## config.mk

```make
export PLATFORM = sky130hd
export DESIGN_NAME = time_counter
export DESIGN_NICKNAME = d
export VERILOG_FILES = /design/src/rtl/time_counter.sv
export SDC_FILE = /design/constraint.sdc
export NUM_CORES = 1
export LEC_CHECK = 0
export BUFFER_PORTS_ARGS = -buffer_cell sky130_fd_sc_hd__buf_4
export CELL_PAD_IN_SITES_DETAIL_PLACEMENT = 0
export CELL_PAD_IN_SITES_GLOBAL_PLACEMENT = 1
export CORE_MARGIN = 2
export CORE_UTILIZATION = 45
export CTS_CLUSTER_SIZE = 30
export DETAILED_ROUTE_END_ITERATION = 16
export GPL_TIMING_DRIVEN = 0
export PLACE_DENSITY = 0.85
export SYNTH_ARGS = -nofsm -noshare
export SYNTH_HDL_FRONTEND = slang
export SYNTH_SLANG_ARGS = --single-unit
```

## constraint.sdc

```tcl
create_clock -name clk -period 4.7 [get_ports clk]
set_clock_uncertainty 0.15 [all_clocks]
set_input_delay 0.47 -clock clk [delete_from_list [all_inputs] [get_ports clk]]
set_output_delay 0.47 -clock clk [all_outputs]
set_load 0.03 [all_outputs]
```

## src/rtl/time_counter.sv

```systemverilog
// time_counter: BCD time-of-day clock (HH:MM:SS) with a simple set mode.
//
// A prescaler divides clk by PRESCALE to produce one-second steps while in
// RUN. mode_btn walks RUN -> SET_HOUR -> SET_MIN -> RUN; inc_btn bumps the
// field being set. Leaving SET_MIN restarts the seconds at 00 with a fresh
// prescaler, so the minute boundary lines up with the moment of setting.
//
// Parameters:
//   PRESCALE  clk cycles per one-second step (2..65535)
// Ports:
//   clk       rising-edge clock
//   reset     synchronous, active-high reset
//   mode_btn  one-cycle pulse, advances the set-mode state
//   inc_btn   one-cycle pulse, increments the field being set
//   sec_bcd   seconds, packed BCD 00..59
//   min_bcd   minutes, packed BCD 00..59
//   hour_bcd  hours, packed BCD 00..23
//   set_mode  00 RUN, 01 SET_HOUR, 10 SET_MIN
//   sec_tick  one-cycle pulse with the first cycle a new RUN seconds value shows
//   day_wrap  one-cycle pulse with the first cycle 00:00:00 shows after 23:59:59
// All outputs come straight from registers.

module time_counter #(
    parameter int PRESCALE = 100
) (
    input  logic       clk,
    input  logic       reset,
    input  logic       mode_btn,
    input  logic       inc_btn,
    output logic [7:0] sec_bcd,
    output logic [7:0] min_bcd,
    output logic [7:0] hour_bcd,
    output logic [1:0] set_mode,
    output logic       sec_tick,
    output logic       day_wrap
);

    typedef enum logic [1:0] {
        RUN      = 2'b00,
        SET_HOUR = 2'b01,
        SET_MIN  = 2'b10
    } mode_t;

    localparam logic [15:0] PS_LAST = 16'(PRESCALE - 1);

    mode_t       mode_reg,     mode_next;
    logic [15:0] prescale_reg, prescale_next;
    logic [7:0]  sec_reg,      sec_next;
    logic [7:0]  min_reg,      min_next;
    logic [7:0]  hour_reg,     hour_next;
    logic        sec_tick_reg, sec_tick_next;
    logic        day_wrap_reg, day_wrap_next;

    logic [8:0]  sec_inc, min_inc, hour_inc;

    // Packed-BCD increment with roll-over at max_v.
    // Returns {wrapped, next_value}; wrapped is set when max_v rolls to 00.
    function automatic logic [8:0] bcd_inc(input logic [7:0] v, input logic [7:0] max_v);
        logic [8:0] r;
        if (v == max_v) begin
            r = {1'b1, 8'h00};
        end else if (v[3:0] == 4'd9) begin
            r = {1'b0, v[7:4] + 4'd1, 4'h0};
        end else begin
            r = {1'b0, v[7:4], v[3:0] + 4'd1};
        end
        return r;
    endfunction

    assign sec_inc  = bcd_inc(sec_reg,  8'h59);
    assign min_inc  = bcd_inc(min_reg,  8'h59);
    assign hour_inc = bcd_inc(hour_reg, 8'h23);

    always_ff @(posedge clk) begin
        if (reset) begin
            mode_reg     <= RUN;
            prescale_reg <= 16'd0;
            sec_reg      <= 8'h00;
            min_reg      <= 8'h00;
            hour_reg     <= 8'h00;
            sec_tick_reg <= 1'b0;
            day_wrap_reg <= 1'b0;
        end else begin
            mode_reg     <= mode_next;
            prescale_reg <= prescale_next;
            sec_reg      <= sec_next;
            min_reg      <= min_next;
            hour_reg     <= hour_next;
            sec_tick_reg <= sec_tick_next;
            day_wrap_reg <= day_wrap_next;
        end
    end

    always_comb begin
        mode_next     = mode_reg;
        prescale_next = prescale_reg;
        sec_next      = sec_reg;
        min_next      = min_reg;
        hour_next     = hour_reg;
        sec_tick_next = 1'b0;
        day_wrap_next = 1'b0;

        case (mode_reg)
            RUN: begin
                if (mode_btn) begin
                    // Entering set mode wins over a due second step so the
                    // displayed time is carried over unchanged.
                    mode_next     = SET_HOUR;
                    prescale_next = 16'd0;
                end else if (prescale_reg == PS_LAST) begin
                    prescale_next = 16'd0;
                    sec_next      = sec_inc[7:0];
                    sec_tick_next = 1'b1;
                    if (sec_inc[8]) begin
                        min_next = min_inc[7:0];
                        if (min_inc[8]) begin
                            hour_next     = hour_inc[7:0];
                            day_wrap_next = hour_inc[8];
                        end
                    end
                end else begin
                    prescale_next = prescale_reg + 16'd1;
                end
            end
            SET_HOUR: begin
                prescale_next = 16'd0;
                if (mode_btn) begin
                    mode_next = SET_MIN;
                end else if (inc_btn) begin
                    hour_next = hour_inc[7:0];
                end
            end
            SET_MIN: begin
                prescale_next = 16'd0;
                if (mode_btn) begin
                    mode_next = RUN;
                    sec_next  = 8'h00;
                end else if (inc_btn) begin
                    // Minute edits wrap on their own; no carry into hours.
                    min_next = min_inc[7:0];
                end
            end
            default: begin
                mode_next     = RUN;
                prescale_next = 16'd0;
            end
        endcase
    end

    assign sec_bcd  = sec_reg;
    assign min_bcd  = min_reg;
    assign hour_bcd = hour_reg;
    assign set_mode = mode_reg;
    assign sec_tick = sec_tick_reg;
    assign day_wrap = day_wrap_reg;

endmodule
```

==> results.py, run 1 <==
metrics = {
    "sta": {
        "hold_ws_ps": 336,
        "rsz0062_at_grt": "false",
        "fin_crit_sh_pct": 52.5,
        "finalHoldViolations": 0,
        "tns_ps": 0,
        "fmax_ghz": 0.405,
        "period_needed_ps": 2470,
        "tightest_slew_ps": 570,
        "slew_viol_final": 0,
        "relSlewSlack_pct": 61.6,
        "final-setup-viol-count": 0,
    },
    "global_routing": {
        "grt_max_degree": 14,
        "grt.total_usage_pct": 18.4,
        "grt_pass1_wl_mm": 8.84,
        "globalRouteOverflowTotal": 0,
        "grt_pass1_vias": 1921,
        "antenna_found_initial": 0,
    },
    "drt": {
        "drt_pass1_iterations": 4,
        "drtIter0Drc": 67,
        "viasPerCell": 5.41,
        "drtAntennaViolNets": 0,
        "routed_wirelength_mm": 5.18,
        "wl_per_cell_um": 13.4,
        "vias": 2084,
        "drc_errors": 0,
    },
    "worst_setup_path": {
        "critPathMaxFanout": 7,
        "arrival_ps": 2510,
        "cp-end-kind": "register",
        "r2r_end": "min_bcd[3]",
        "regToRegSetupSlack_ps": 2230,
        "r2r_cells": 6,
        "crit_path_start_kind": "register",
        "crit_start": "prescale_reg[0]",
        "crit_end": "min_bcd[3]",
        "rr_startpoint": "prescale_reg[0]",
        "required_ps": 4740,
        "critical_path_class": "reg -> reg",
    },
    "logic_synthesis": {
        "synth.avg_cell_area_um2": 8.52,
        "synth_fp_nets": 294,
        "synth_cell_types": 54,
        "synthCells": 277,
        "synth_ff_type": "dfxtp_1",
        "synth-seq-cells": 44,
        "yosys_warnings": 0,
        "postSynth.asyncResetShare_pct": 0,
        "syn_area_um2": 2360,
        "synth-edff-count": 0,
        "synth-seq-area-share_pct": 37.3,
    },
    "finish": {
        "final_cells": 385,
        "drive_above_1_share_pct": 16.5,
        "syn_to_final_growth_pct": 17.2,
        "num_antenna_cells": 0,
        "multi_input_area_um2": 1400,
        "utilization_pct": 54.5,
        "nFillCells": 502,
        "seq_area_um2": 881,
        "final_nets": 331,
        "largest_reg_flops": 16,
    },
    "outcome": {
        "status": "finished clean",
    },
    "clock_tree": {
        "cts_root_buffer": "clkbuf_8",
        "post_cts_buffers": 0,
        "ctsHoldBuffers": 0,
        "cts_tree": "built",
        "cts_sinks": 44,
        "cts_buffer_depth": 2,
        "cts-buffers-inserted": 5,
        "clk_pin_slew_ps": 80,
        "clkLatencyLatePin_ps": 300,
        "htree_num_levels": 2,
        "ctsResizeCount": 0,
    },
    "die": {
        "die_h_um": 76.4,
        "start_util_pct": 46.5,
        "core-area_um2": 5070,
        "die_w_um": 76.4,
        "io_pins": 32,
        "die-area_um2": 5840,
        "num_rows": 26,
    },
    "job": {
        "maxCapViolations": 0,
    },
    "min_path": {
        "min_path_type": "reg -> reg",
        "holdPathStages": 1,
    },
    "placement": {
        "io_buffers": 30,
        "dp_hpwl_mm": 3.79,
        "gp_congestion": 0.806,
        "dp_cells": 377,
    },
    "power_and_ir_drop": {
        "netSwitchingFraction_pct": 24.8,
        "internal-power_uw": 511,
        "switchingPower_uw": 168,
        "pwr-share-seq_pct": 55.7,
        "ir_worst_vdd_v": 0.000175,
        "p_clk_share_pct": 36.7,
        "leakage_uw": 0.00105,
        "powerDensity_nw_per_um2": 246,
        "share_comb_of_total_power_pct": 7.6,
    },
}
## power by group through the flow
stage	Combinational (µW)	Clock (µW)	Sequential [µW]
3_3_place_gp	51.4	0	388
2_1_floorplan	32.4	0	390
6_report	51.5	249	379
5_1_grt	57.9	273	379
4_1_cts	51.7	257	379
3_5_place_dp	51.2	0	388
## metrics by stage
stage	total power [µW]	setup slack, ps	cell area [µm²]
global placement	439	2240	2670
detailed placement	439	2250	2670
floorplan	423	2430	2360
finish	680	2230	2770
global route	711	2010	2770
CTS	687	2240	2770
## synthesized netlist by cell type (2+ instances only)
master	instances	area (µm²)
o32ai_1	2	17.5
nand3_1	13	65.1
dfxtp_1	44	881
o31a_1	2	17.5
and3b_1	4	35.0
a31oi_1	3	18.8
o31ai_2	2	25.0
ha_1	13	163
and3_1	6	37.5
nand2_1	18	67.6
inv_1	11	41.3
nand2b_1	6	37.5
clkbuf_1	9	33.8
o21ai_0	3	15.0
a41o_1	2	20.0
nand4_1	7	43.8
nor3_1	12	60.1
a21oi_1	14	70.1
or4_1	3	22.5
xor2_1	8	70.1
or2_2	2	12.5
mux2i_1	3	30.0
nor2_1	37	139
mux2_2	2	22.5
nor2b_1	5	31.3
xnor2_1	7	61.3
nor4_1	2	12.5
or3_1	2	12.5
o31ai_1	7	52.6
nand3b_1	4	30.0
## final cells by class
cell class,instances,share of cell area (%)
Tap cell,70,3.17
Clock inverter,1,0.271
Sequential cell,44,31.8
Multi-Input combinational cell,211,50.4
Timing Repair Buffer,30,8.14
Inverter,11,1.49
Clock buffer,7,3.12
Buffer,11,1.54
## worst max-delay path: stages (launching register included)
cell and delay (ps):
dfxtp_1 420, ha_1 310, and4bb_2 270, nand4_1 230, o31ai_2 570, o21ai_0 180
a32o_1 240
## routing by layer
metal,vias up,GRT usage [%],wire length [µm]
li1,1074,-,-
met1,973,23.7,2520
met2,31,31.0,2430
met3,6,3.67,169
met4,0,6.00,59
met5,-,0,0
## cells in the final DEF (no fill, tap or decap), types with 2 or more instances in the layout
cell,netlist,layout
nor2b_1,5,5
nand2b_1,6,6
nor3_1,12,12
and3b_1,4,4
a41o_1,2,2
buf_4,0,30
xnor2_1,7,7
and3_1,6,6
a21oi_1,14,14
or3_1,2,2
nand3_1,13,13
dfxtp_1,44,44
nand2_1,18,18
mux2_2,2,2
nor2_1,37,37
o32ai_1,2,2
nor4_1,2,2
mux2i_1,3,3
inv_1,11,11
or2_2,2,2
o31ai_2,2,2
o31a_1,2,2
xor2_1,8,8
nand4_1,7,7
ha_1,13,13
o31ai_1,7,7
a31oi_1,3,3
nand3b_1,4,4
clkbuf_8,0,6
or4_1,3,3
clkbuf_1,9,10
o21ai_0,3,3
## kinds of logic (layout without fill, tap and decap cells)
kind of cell	after synthesis	after routing	synth area share [%]
simple gates	129	129	29.3
compound gates	49	49	15.2
flops	44	44	37.3
buf+inv	22	60	3.55
xor+xnor	15	15	5.57
fa+ha+maj	13	13	6.89
mux	5	5	2.23
## worst min-delay path by stage
| stage | start | end | slack [ps] |
|---|---|---|---|
| finish | sec_bcd[7] | sec_bcd[7] | 340 |
| global route | prescale_reg[0] | prescale_reg[0] | 380 |
| CTS | sec_bcd[7] | sec_bcd[7] | 340 |
| detailed placement | sec_bcd[7] | sec_bcd[7] | 320 |
| global placement | sec_bcd[7] | sec_bcd[7] | 320 |
| floorplan | prescale_reg[0] | prescale_reg[0] | 290 |
Note: power is estimated with default switching activity, not from simulation.
==> inputs of run 2 (changes only) <==
- CORE_UTILIZATION: 45 -> 39
- PLACE_DENSITY: 0.85 -> 0.79
- clock period: 4.7 -> 2.2 ns (I/O delays scaled with it)
==> run 2 against run 1 <==
Against the previous run: first-iteration DRC count grew 28%; total power up 130%; clock power grew to 2.6 times the previous value; worst setup slack got worse by 2200 ps; wire length rose by 8.2%; count of clock-buffer cells in the layout down 2; critical path depth is the same; via count up 2.4%; sequential share of layout area is 1.8 points lower; combinational power rose to 2.7 times the previous value; core utilization fell by 4.0 points; critical path type unchanged; largest cell class unchanged; largest power group unchanged.
==> results.py, run 2 (same netlist as run 1, synthesis figures left out) <==
metrics = {
    "global_routing": {
        "grt_pass1_wl_mm": 9.27,
        "grt_pass1_vias": 1935,
        "grt.total_usage_pct": 17.8,
        "grt_max_degree": 16,
        "globalRouteOverflowTotal": 0,
        "antenna_found_initial": 0,
    },
    "clock_tree": {
        "clkLatencyLatePin_ps": 310,
        "clk_pin_slew_ps": 90,
        "cts_buffer_depth": 2,
        "cts_sinks": 44,
        "cts-buffers-inserted": 5,
        "htree_num_levels": 2,
        "cts_tree": "built",
        "cts_root_buffer": "clkbuf_8",
    },
    "finish": {
        "fin_area_um2": 2980,
        "num_antenna_cells": 0,
        "final_common_cell": "dfxtp_1",
        "syn_to_final_growth_pct": 26.1,
        "layout_common_cells": "dfxtp_1, nor2_1, buf_4",
        "drive_above_1_share_pct": 24.5,
        "final_nets": 334,
        "largest_reg_flops": 16,
    },
    "job": {
        "maxCapViolations": 0,
    },
    "sta": {
        "fin_crit_sh_pct": 99.5,
        "fmax_ghz": 0.457,
        "tns_ps": 0,
        "period_needed_ps": 2190,
        "final-setup-viol-count": 0,
        "relSlewSlack_pct": 62.5,
        "setup_ws_ps": 10.7,
        "rsz0062_at_grt": "true",
        "tightest_slew_ps": 563,
        "finalHoldViolations": 0,
        "slew_viol_final": 0,
    },
    "drt": {
        "wl_per_cell_um": 14.3,
        "drtAntennaViolNets": 0,
        "drt_pass1_iterations": 4,
        "routed_wirelength_mm": 5.60,
        "viasPerCell": 5.43,
        "vias": 2134,
        "drtIter0Drc": 86,
        "drc_errors": 0,
    },
    "die": {
        "die_w_um": 81.8,
        "die-area_um2": 6690,
        "num_rows": 28,
        "start_util_pct": 40.1,
        "die_h_um": 81.8,
        "core-area_um2": 5890,
        "io_pins": 32,
    },
    "worst_setup_path": {
        "required_ps": 2280,
        "regToRegSetupSlack_ps": 10,
        "r2r_end": "hour_bcd[0]",
        "cp-end-kind": "register",
        "worst-path-stages": 6,
        "crit_path_start_kind": "register",
        "path_buf_inv": 0,
        "rr_startpoint": "prescale_reg[1]",
        "critical_path_class": "reg -> reg",
        "cpPeakStageDelay_ps": 510,
        "critPathMaxFanout": 4,
        "crit_family": "simple AND/OR/NAND/NOR gates",
        "path_cells": "ha_4 -> and4bb_2 -> nand4_1 -> o31a_1 -> or4_1 -> a21oi_1",
        "r2r_cells": 6,
        "slowest_stage": "or4_1",
        "arrival_ps": 2270,
    },
    "power_and_ir_drop": {
        "ir_worst_vdd_v": 0.000267,
        "powerDensity_nw_per_um2": 535,
        "total_power_uw": 1590,
        "leakage_uw": 0.00112,
    },
    "outcome": {
        "status": "finished clean",
    },
    "min_path": {
        "worstHoldEndpoint": "hour_bcd[1]",
        "holdPathStages": 4,
        "worstHoldStart": "mode_btn",
        "min_path_type": "in -> reg",
    },
    "placement": {
        "dp_hpwl_mm": 3.98,
        "post-place-ws_ps": -237,
        "place_area_um2": 2680,
        "gp_congestion": 0.770,
        "io_buffers": 30,
    },
}
run 2: cell types whose count changed in the layout (fill, tap and decap cells not counted), moves of 2 or more:
| cell | change |
|---|---|
| dfxtp_4 | +2 |
| nor4_4 | +2 |
| o31ai_1 | -3 |
| clkbuf_1 | -4 |
| dfxtp_1 | -6 |
| buf_4 | +6 |
| dfxtp_2 | +4 |
| o31ai_4 | +3 |
| clkinv_4 | +2 |
run 2: report_power, final:
part           switching, µW  internal (µW)  total, µW
Clock                    303            342        645
Combinational           88.3           48.8        137
Sequential              7.96            801        809
run 2: tightest hold or removal path, stage by stage:
cell	delay [ps]
buf_4	140
o31ai_4	110
nand3_1	70
o31ai_1	60
run 2: final cells by class:
class | instances | area, µm²
sequential | 44 | 893
clock buffer | 5 | 68.8
tap | 75 | 93.8
timing repair buffer | 36 | 270
fill | 587 | 2910
clock inverter | 3 | 47.5
inverter | 11 | 41.3
buffer | 8 | 37.5
multi-input combinational | 211 | 1520
run 2: per-layer routing:
layer  vias up  global-route usage [%]  routed length (µm)
li1       1081                       -                   -
met1      1011                    24.1                2720
met2        35                    28.5                2620
met3         7                    3.63                 194
met4         0                    5.50                  71
met5         -                       0                   0
run 2: metrics by stage:
step                hold slack, ps  utilization [%]  std cells
floorplan                      291                -        277
global placement               320             45.6        382
detailed placement             322             45.6        382
CTS                            181             49.0        394
global route                   198             50.6        393
finish                         192             50.6        393
run 2: worst max path at each step:
stage | endpoint | start | slack (ps)
after floorplan | hour_bcd[3] | sec_bcd[4] | 6
after global placement | sec_bcd[7] | prescale_reg[0] | -210
after detailed placement | min_bcd[3] | prescale_reg[0] | -240
after CTS | hour_bcd[3] | prescale_reg[13] | 20
after global routing | hour_bcd[0] | prescale_reg[1] | -110
final | hour_bcd[0] | prescale_reg[1] | 10
run 2: what timing repair did:
item	in CTS	in global routing
pin swaps	4	7
endpoints found under the hold margin	0	0
hold buffers	0	0
endpoints found under the setup margin	34	21
gates resized for setup	13	17
setup buffers	5	1
